File: src/rtl/wb_cmd_master.sv
// Wishbone classic initiator: runs one single-beat bus cycle per accepted command
// and returns the read data or a timeout error on a valid/ready response channel.
module wb_cmd_master #(
    parameter int TIMEOUT_CYCLES = 255,
    parameter int TIMEOUT_W      = 8,
    parameter int ERRCNT_W       = 8
) (
    input  logic                wb_clk_i,
    input  logic                wb_rst_i,
    input  logic                cmd_valid,
    output logic                cmd_ready,
    input  logic                cmd_we,
    input  logic [31:0]         cmd_adr,
    input  logic [31:0]         cmd_dat,
    input  logic [3:0]          cmd_sel,
    output logic                rsp_valid,
    input  logic                rsp_ready,
    output logic [31:0]         rsp_dat,
    output logic                rsp_err,
    output logic                wbm_cyc_o,
    output logic                wbm_stb_o,
    output logic                wbm_we_o,
    output logic [3:0]          wbm_sel_o,
    output logic [31:0]         wbm_adr_o,
    output logic [31:0]         wbm_dat_o,
    input  logic [31:0]         wbm_dat_i,
    input  logic                wbm_ack_i,
    output logic                busy,
    output logic [ERRCNT_W-1:0] err_count
);

    typedef enum logic [1:0] {
        IDLE = 2'd0,
        BUS  = 2'd1,
        RESP = 2'd2
    } state_t;

    // Terminal count of the STB watchdog; only meaningful when the timeout is enabled.
    localparam logic [TIMEOUT_W-1:0] TO_LAST =
        (TIMEOUT_CYCLES != 0) ? TIMEOUT_W'(TIMEOUT_CYCLES - 1) : '0;

    state_t               state;
    logic [TIMEOUT_W-1:0] to_cnt;

    function automatic logic [ERRCNT_W-1:0] sat_inc(input logic [ERRCNT_W-1:0] v);
        return (&v) ? v : v + 1'b1;
    endfunction

    always_ff @(posedge wb_clk_i) begin
        if (wb_rst_i) begin
            state     <= IDLE;
            cmd_ready <= 1'b1;
            rsp_valid <= 1'b0;
            rsp_err   <= 1'b0;
            rsp_dat   <= '0;
            wbm_cyc_o <= 1'b0;
            wbm_stb_o <= 1'b0;
            wbm_we_o  <= 1'b0;
            wbm_sel_o <= '0;
            wbm_adr_o <= '0;
            wbm_dat_o <= '0;
            busy      <= 1'b0;
            err_count <= '0;
            to_cnt    <= '0;
        end else begin
            case (state)
                IDLE: begin
                    if (cmd_valid) begin
                        wbm_we_o  <= cmd_we;
                        wbm_adr_o <= cmd_adr;
                        wbm_dat_o <= cmd_dat;
                        wbm_sel_o <= cmd_sel;
                        wbm_cyc_o <= 1'b1;
                        wbm_stb_o <= 1'b1;
                        to_cnt    <= '0;
                        cmd_ready <= 1'b0;
                        busy      <= 1'b1;
                        state     <= BUS;
                    end
                end
                BUS: begin
                    // ACK takes priority over a watchdog expiry on the same edge.
                    if (wbm_ack_i) begin
                        wbm_cyc_o <= 1'b0;
                        wbm_stb_o <= 1'b0;
                        rsp_dat   <= wbm_we_o ? 32'd0 : wbm_dat_i;
                        rsp_err   <= 1'b0;
                        rsp_valid <= 1'b1;
                        state     <= RESP;
                    end else if ((TIMEOUT_CYCLES != 0) && (to_cnt == TO_LAST)) begin
                        wbm_cyc_o <= 1'b0;
                        wbm_stb_o <= 1'b0;
                        rsp_dat   <= '0;
                        rsp_err   <= 1'b1;
                        rsp_valid <= 1'b1;
                        err_count <= sat_inc(err_count);
                        state     <= RESP;
                    end else begin
                        to_cnt <= to_cnt + 1'b1;
                    end
                end
                RESP: begin
                    if (rsp_ready) begin
                        rsp_valid <= 1'b0;
                        cmd_ready <= 1'b1;
                        busy      <= 1'b0;
                        state     <= IDLE;
                    end
                end
                default: begin
                    state     <= IDLE;
                    cmd_ready <= 1'b1;
                    busy      <= 1'b0;
                    wbm_cyc_o <= 1'b0;
                    wbm_stb_o <= 1'b0;
                    rsp_valid <= 1'b0;
                end
            endcase
        end
    end

endmodule

File: config.mk
export PLATFORM = sky130hd
export DESIGN_NAME = wb_cmd_master
export DESIGN_NICKNAME = d
export VERILOG_FILES = /design/src/rtl/wb_cmd_master.sv
export SDC_FILE = /design/constraint.sdc
export NUM_CORES = 1
export LEC_CHECK = 0
export ABC_AREA = 1
export CAP_MARGIN = 5
export CORE_UTILIZATION = 41
export CTS_CLUSTER_DIAMETER = 100
export CTS_CLUSTER_SIZE = 8
export DETAILED_ROUTE_END_ITERATION = 8
export PLACE_DENSITY = 0.8
export SLEW_MARGIN = 15
export SYNTH_ARGS = -nofsm -noshare
export SYNTH_HDL_FRONTEND = slang
export SYNTH_SLANG_ARGS = --single-unit
File: constraint.sdc
create_clock -name wb_clk_i -period 1.6 [get_ports wb_clk_i]
set_input_delay 0.32 -clock wb_clk_i [delete_from_list [all_inputs] [get_ports wb_clk_i]]
set_output_delay 0.32 -clock wb_clk_i [all_outputs]
set_load 0.005 [all_outputs]
==> results <==
-- synth_stat cells, types with 2 or more instances --
cell        n
nand3b_1    2
o21ai_0    70
xnor2_1     2
dfxtp_1   124
clkbuf_1   18
o21ai_1    11
a21oi_1    53
nand2_1   109
inv_2       6
nor2_1    147
nor3_1      2
nor2_8      2
buf_2      12
ha_1        3
buf_4       3
nand2_2     8
nand3_1    16
inv_1      16
buf_6       2
-- sequential cells by signal, indices dropped and copies added, names as in the netlist --
signal and cells:
rsp_dat 32, wbm_adr_o 32, wbm_dat_o 32, err_count 8, to_cnt 8, wbm_sel_o 4
state 2, busy 1, cmd_ready 1, rsp_err 1, rsp_valid 1, wbm_stb_o 1
wbm_we_o 1
-- final cells by class --
class	instances	area [um^2]	share of cell area [%]
tap	140	175.2	2.195
timing repair buffer	237	2594	32.50
clock buffer	20	456.7	5.723
sequential	124	2510	31.45
inverter	23	86.33	1.082
clock inverter	12	145.1	1.819
multi-input combinational	434	2013	25.23
-- stage by stage --
stage	setup slack, ns	hold slack, ns	util, %	power, mW
floorplan	0.2368	0.4460	-	3.908
global placement	-0.006941	0.4403	64.03	4.652
detailed placement	-0.03303	0.4425	64.03	4.684
CTS	0.0007285	0.3636	69.68	8.519
global route	-0.02872	0.3839	72.35	8.806
finish	0.01505	0.3833	72.35	8.437
-- power groups by stage --
stage,clock [mW],sequential [mW],combinational [mW]
2_1_floorplan,0,3.47,0.435
3_3_place_gp,0,3.46,1.20
3_5_place_dp,0,3.46,1.22
4_1_cts,3.90,3.40,1.22
5_1_grt,4.06,3.42,1.33
6_report,3.83,3.40,1.21
-- kinds of logic (layout without fill, tap and decap cells) --
kind of cell	Yosys count	after routing
and+or+nand+nor	292	292
DFF	124	124
buffers and inverters	59	292
AOI/OAI and AO/OA	136	136
xor gates and xnor gates	3	3
adders and majority gates	3	3
-- worst paths after layout --
path | start | end | cells past startpoint
worst max-delay path | rsp_dat[15] | rsp_dat[15] | 1
worst min register to register | rsp_err | rsp_err | 2
worst max register to register | to_cnt[0] | rsp_dat[12] | 10
worst min-delay path | wb_rst_i | err_count[7] | 3
-- per-layer routing --
metal | track usage (%) | routed length (um)
met5 | 0 | 0
met4 | 8.108 | 169
met3 | 8.607 | 1204
met2 | 37.47 | 6804
met1 | 25.03 | 5485
-- timing repair --
action                                  in CTS  in global routing
endpoints found under the setup margin      13                124
gates resized for setup                     17                 87
buffers inserted                             1                  1
pin swaps                                    0                  4
cloned                                       0                  3
==> results.md <==
* Clock power frac at 45.4%
* Synthesized net count at 726
* Final setup fails at 0
* CTS clock-pin slew for the worst setup and hold paths at 0.05 ns
* Synth Area in Compound Gates at 14.59%
* Slowest cell on crit path: clkdlybuf4s50_1
* Cell Int Power at 6.502 mW
* Peak VDD IR at 0.7032 mV
* Placeable core area at 11,030 um^2
* Number of fill cells at 841
* Placer Congestion at 0.8060
* Fraction of the mapped netlist area in adder cells at 0.7972%
* Final wirelength at 13.66 mm
* Synth Flop Type: dfxtp_1
* Post-DP Area at 7063 um^2
* Sw Pwr at 1.935 mW
* Total Routing Usage GR at 22.10%
* Design Area, Final at 7980 um^2
* Share of layout cells above drive strength 1 at 11.06%
* Detail Route Antenna Nets at 0
* CP Data Required Time at 1.28 ns
* Max-Cap Viols at 0
* Largest net degree at the start of global routing at 74
* Post-Syn Instances at 617
* CP startpoint kind: register
* Leakage at 4.160 nW
* WS Path Type: register to output pin
* CP bufs+invs at 1
* CTS Hold Bufs at 0
* Peak Freq at 630.9 MHz
* Hold Crit Class: input port to register
* GR Overflow Total at 0
* Starting density of the core at 42.68%
* Number of global-route vias before repair at 4,466
* Area grow syn2layout at 69.49%
* Largest family of logic cells by synthesized area: simple AND/OR/NAND/NOR gates
* Sequential group share of total power at 40.3%
* Total vias in the final route at 4,786
* Flops & latches, synth at 124
* Setup_tns at 0 ns
* Yosys top cell area share at 52.72%
* Yosys warning count at 0
* Die Wd at 109.2 um
* Die Y at 109.2 um
* Site row count at 38
* Drt wl/cell at 13.80 um
* Final hold vios at 0
* Inserted Diodes at 0
* Clock Sinks at 124
* CP delay by family, top: buffers and inverters
* Sw frac at 22.93%
* PwrDens at 1057 nW/um^2
* Mapped Area at 4708 um^2
* Post-route clock period utilization at 99.06%
* Cell taking the most area after synthesis: dfxtp_1
* Vias/cell at 4.834
* Post-layout min period at 1.585 ns
* Inserted Clock Buffers at 17
* Async S/R FF share, synth at 0%
* Die area at 11,920 um^2
* PortBufs at 220
* Tightest Pin Transition at 0.3779 ns
* Setup Skew at 0.01014 ns
* Clock Path Buffers at 2
* Crit. End Element: output pin
* Initial antenna violation count at 0
* Crit-path max cell delay at 0.53 ns
* Mux cell area share after synthesis at 0%
* Initial DRT Pass Iterations at 4
* Dpl cells at 953
* Layout Nets at 946
* Post-Synth Simple-Gate Area at 25.75%
* Pins Over Slew Limit at 0
* DRC Markers at 0
* Hpwl dp at 8.912 mm
* Comb pwr share at 14.4%
* Crit-path max FO at 2
* Number of synthesized flops with an enable pin at 0
* Clock root buffer: clkbuf_16
* CP Cell Sequence: clkdlybuf4s50_1
* Detailed Route Iter0 Violations at 321
* Netlist cell types at 30
* # IOs at 221
* Number of standard cells in the layout, taps in and fillers out at 990
* R2R Setup Slk at 0.10 ns
* Sequential-to-total area share from yosys stat at 52.72%
* Clk_lat worst skew at 0.40 ns
* Commonest non-fill, non-tap cell in the layout: nor2_1
* H-tree depth at 4
* Commonest cells after routing, fill and taps aside: 147 x nor2_1, 146 x clkdlybuf4s50_1, 108 x dfxtp_1, 107 x nand2_1, 70 x o21ai_0
* Worst EP arrival at 1.26 ns
* Status: finished, final reports clean
* CTS tree: built
* Worst slew margin at 74.81%
* Synth top area cells: dfxtp_1 53%, nor2_1 12%, nand2_1 8.7%
* Synth Area in XOR/XNOR at 0.5581%
* Syn avg cell area at 7.631 um^2
* Global-route wire length before repair at 20.50 mm
No activity file was read; power rests on OpenSTA's default activity.
==> RTL edit 1: new RTL, same settings <==
Encoding of `state_t`: now one-hot (3 bits for 3 states).
--- a/src/rtl/wb_cmd_master.sv
+++ b/src/rtl/wb_cmd_master.sv
@@ -31,6 +31,6 @@
 
-    typedef enum logic [1:0] {
-        IDLE = 2'd0,
-        BUS  = 2'd1,
-        RESP = 2'd2
+    typedef enum logic [2:0] {
+        IDLE = 3'b001,
+        BUS  = 3'b010,
+        RESP = 3'b100
     } state_t;
Formal check against the unedited RTL: no difference found for any inputs over 4 cycles, from zero or initial values and one cycle with wb_rst_i high; so few cycles prove little.
==> RTL edit 1 against the original RTL <==
  * Critical path type unchanged
  * Total power increased by 0.71%
  * Design area increased by 0.60%
  * Synthesized area increased by 1.4%
  * Register-to-register slack got worse by 0.05 ns
  * Global-route usage increased by 0.90 points
  * Core utilization decreased by 1.7 points
  * Synthesized cell count increased by 1.1%
  * Critical path depth unchanged
  * Routed wire length increased by 8.1%
  * Sequential cell count increased by 1
  * Die area increased by 1.4%
  * Setup slack improved by 0.012 ns
  * Count of clock-buffer cells in the layout increased by 1
==> RTL edit 1: results (changes against the original RTL) <==
Post-Place Setup Slack: -0.1314 ns (-0.09838 ns)
worst r2r dst: rsp_dat[3]
post-synthesis adder-cell area fraction: 0.7862% (-0.011 points)
Synth Area in XOR/XNOR: 1.101% (+0.54 points)
Layout fillers: 815 (-3.1%)
Max Clock Skew: 0.009102 ns (-0.001038 ns)
first-iteration detailed-routing DRC count: 269 (-16%)
Top Registers: rsp_dat: 32 flops, wbm_adr_o: 32 flops, wbm_dat_o: 32 flops
Finished Layout Cells: 1,001 (+1.1%)
cell total after placement: 967 (+1.5%)
share of layout cells above drive strength 1: 11.07% (+0.013 points)
clk buf depth: 2 (unchanged)
largest net degree at the start of global routing: 71 (-4.1%)
net count after synthesis: 733 (+0.96%)
synth unique cells: 28 (-6.7%)
Post-CTS Setup Bufs: 0 (-1)
routed vias: 4,988 (+4.2%)
status: finished clean
met3 usage: 10.61% (+2.0 points)
Hold WS: 0.3340 ns (-0.04924 ns)
sequential fraction of the synthesis area: 52.41% (-0.31 points)
placed inst area: 0.007184 sq mm (+1.7%)
worst slew pin tran: 0.5462 ns (+0.1683 ns)
Layout Nets: 957 (+1.2%)
hpwl dp: 9737 um (+9.3%)
met1 GRT Util: 24.19% (-0.84 points)
crit-path max cell delay: 0.51 ns (-0.02 ns)
met1 WL: 5857 um (+6.8%)
post_cts resized: 47 (+30)
met2 WL: 7511 um (+10%)
GR Layer Usage met2: 40.31% (+2.8 points)
CP max stage cell: clkdlybuf4s50_1
hold path start: wb_rst_i
Mapped Cells: 624 (+1.1%)
number of global-route vias before repair: 4,590 (+2.8%)
top cells by count, synth: 166 x nor2_1, 125 x dfxtp_1, 110 x nand2_1
flop2flop setup slack: 0.05 ns (-0.05 ns)
IR drop worst, VDD: 0.9784 mV (+39%)
Hold Path Stages: 4 (+1)
post-synthesis compound-gate area fraction: 12.58% (-2.0 points)
top post-synthesis cells by area: dfxtp_1 52%, nor2_1 13%, nand2_1 8.6%, o21ai_0 7.5%, a21oi_1 4.8%
Hold Crit Endpoint: wbm_adr_o[10]
final WL: 14,770 um (+8.1%)
met3 routed wirelength: 1234 um (+2.5%)
first-pass GRT wire length: 21,070 um (+2.8%)
GPL Wtd Cong: 0.8900 (+10%)
crit path launch: wbm_adr_o[27]
gr usage total: 23.00% (+0.90 points)
Leak Pwr: 4.300 nW (+3.4%)
Top delay family on crit path: buffers and inverters
## RTL edit 1: cell types whose count changed in the layout (fill, tap and decap cells not counted), moves of 4 or more
cell	before	now
o21ai_1	11	2
nor2_1	147	165
nor2_4	1	7
dlygate4sd2_1	4	35
clkdlybuf4s50_1	146	119
a21oi_1	50	39
dlymetal6s2s_1	69	65
dfxtp_1	108	114
dfxtp_2	13	9
## RTL edit 1: logic make-up (layout without fill, tap and decap cells)
logic type / count (synthesis) / count (layout)
compound gates: 120 / 120
xor+xnor: 6 / 6
fa+ha+maj: 3 / 3
buf+inv: 55 / 289
flops: 125 / 125
simple gates: 315 / 315
## RTL edit 1: tightest hold or removal path, delay by kind of cell
kind	cells	cell delay, ns
AO/OA/AOI/OAI	1	0.11
buffers and inverters	2	0.22
AND/OR/NAND/NOR	1	0.04
## RTL edit 1: worst max-delay path by stage
stage / cells after the start / slack (ns) / end
3_5_place_dp: 6 / -0.13 / rsp_dat[4]
3_3_place_gp: 9 / -0.03 / to_cnt[7]
2_1_floorplan: 10 / 0.19 / rsp_dat[28]
4_1_cts: 1 / 0.00001 / wbm_dat_o[16]
5_1_grt: 1 / -0.02 / wbm_adr_o[27]
6_report: 1 / 0.03 / wbm_adr_o[27]
## RTL edit 1: area by class of cell
class | count | area, sq um | share of cell area [%]
Multi-Input combinational cell | 444 | 2071 | 25.79
Timing Repair Buffer | 239 | 2597 | 32.36
Clock inverter | 8 | 117.6 | 1.465
Inverter | 21 | 81.33 | 1.013
Sequential cell | 125 | 2521 | 31.41
Clock buffer | 21 | 460.4 | 5.736
Tap cell | 143 | 178.9 | 2.229
## RTL edit 1: report_power, final
part	switching, W	total [W]	internal, W
Sequential	0.000114	0.00346	0.00334
Clock	0.00128	0.00377	0.00249
Combinational	0.000567	0.00127	0.000702
Total	0.00196	0.00850	0.00653
==> RTL edit 2: new RTL, same flow settings <==
Made on the original files. The parameter `TIMEOUT_W` goes from 8 to 6.
--- a/src/rtl/wb_cmd_master.sv
+++ b/src/rtl/wb_cmd_master.sv
@@ -4,3 +4,3 @@
     parameter int TIMEOUT_CYCLES = 255,
-    parameter int TIMEOUT_W      = 8,
+    parameter int TIMEOUT_W      = 6,
     parameter int ERRCNT_W       = 8
Check against the original RTL: same outputs for any inputs over 4 cycles, from zero or initial values and one cycle with wb_rst_i high; that may be too few to reach the edited logic, so the function may still have changed.
==> RTL edit 2 against the original RTL <==
  * Routed wire length increased by 1.2%
  * Setup slack better by 0.10 ns
  * Die area shrank 3.9%
  * Design area shrank 6.6%
  * Combinational power is 8% lower
  * Total power rose by 0.30%
  * Critical path depth stayed put
  * Core utilization is 1.4 points lower
  * Synthesized area is 4.0% lower
  * Sequential cell count fell by 2
  * Maximum frequency is 7.1% higher
  * Critical path type unchanged
==> RTL edit 2: results (changes against the original RTL) <==
synth unique cells: 23 (-23%)
Max Clock Skew: 0.006357 ns (-0.003782 ns)
Top delay family on crit path: flip-flops
Root Driver: clkbuf_8
first-iteration detailed-routing DRC count: 239 (-26%)
sequential fraction of the synthesis area: 54.04% (+1.3 points)
GPL Wtd Cong: 0.7897 (-2.0%)
top post-synthesis cells by area: dfxtp_1 54%, nor2_1 13%, nand2_1 9.9%, o21ai_0 8.1%, a21oi_1 5.6%
flop2flop setup slack: 0.12 ns (+0.02 ns)
number of detailed-route iterations in the first pass: 5 (+1)
Leak Pwr: 3.372 nW (-19%)
Layout fillers: 828 (-1.5%)
hpwl dp: 9718 um (+9.0%)
top cells by count, synth: 153 x nor2_1, 122 x dfxtp_1, 119 x nand2_1
CP max stage cell: dfxtp_1
final WL: 13,830 um (+1.2%)
worst r2r dst: rsp_dat[3]
placed inst area: 0.006934 sq mm (-1.8%)
Hold Path Stages: 3 (unchanged)
post-DR wirelength/cell: 14.28 um (+3.4%)
relative slew slack: 79.11% (+4.3 points)
clk_lat worst skew: 0.52 ns (+0.12 ns)
Layout Nets: 929 (-1.8%)
cell total after placement: 937 (-1.7%)
Post-Synthesis Mean Instance Area: 7.557 sq um (-0.96%)
IR drop worst, VDD: 0.6321 mV (-10%)
share of layout cells above drive strength 1: 9.244% (-1.8 points)
WP data arrival: 1.16 ns (-0.10 ns)
status: finished clean
Syn-to-layout area delta: 65.01%
crit-path max cell delay: 0.33 ns (-0.20 ns)
## RTL edit 2: metal layers
layer  up-vias  part of all wire (%)  track usage, %
li1       2352                     -               -
met1      2181                    40           25.62
met2       202                    48           42.30
met3        26                   9.7           10.64
met4         0                   2.2           10.76
met5         -                     0               0
## RTL edit 2: cells by family after synthesis
kind of cell	count (synthesis)	share of synthesized area, %
AND/OR/NAND/NOR	290	25.17
AO/OA/AOI/OAI	125	13.93
flip-flops	122	54.04
buffers and inverters	53	5.066
XOR/XNOR	5	0.9692
adder cells (fa/ha/maj)	3	0.8307
## RTL edit 2: worst max-delay path by stage
stage	startpoint	to	slack, ns	depth (start not counted)
floorplan	to_cnt[0]	rsp_dat[28]	0.24	8
global placement	cmd_valid	wbm_we_o	-0.04	5
detailed placement	cmd_valid	wbm_adr_o[22]	-0.08	6
CTS	to_cnt[0]	err_count[1]	0.09	8
global route	to_cnt[0]	err_count[1]	0.009	8
finish	wbm_dat_o[5]	wbm_dat_o[5]	0.12	1
## RTL edit 2: area by class of cell
type,instances,area share [%]
Clock buffer,25,6.628
Clock inverter,7,1.812
Inverter,18,0.9060
Multi-Input combinational cell,423,25.03
Sequential cell,122,33.15
Tap cell,136,2.282
Timing Repair Buffer,238,30.18
## RTL edit 2: timing repair
item / in CTS / in global routing
setup endpoints to repair: 115 / 10
resized for setup: 134 / 3
pin swaps: 0 / 1
## RTL edit 2: power breakdown
group | leakage, nW | switching, W | total [W] | internal, W
Sequential | 1.01 | 0.000105 | 0.00334 | 0.00324
Clock | 0.312 | 0.00128 | 0.00401 | 0.00273
Combinational | 2.05 | 0.000512 | 0.00111 | 0.000601
Total | 3.37 | 0.00189 | 0.00846 | 0.00657
## RTL edit 2: stage by stage
| stage | worst slack (ns) | TNS [ns] |
|---|---|---|
| 4_1_cts | 0.09083 | 0 |
| 6_report | 0.1199 | 0 |
| 2_1_floorplan | 0.2368 | 0 |
| 5_1_grt | 0.008505 | 0 |
| 3_5_place_dp | -0.08045 | -3.163 |
| 3_3_place_gp | -0.04310 | -1.704 |
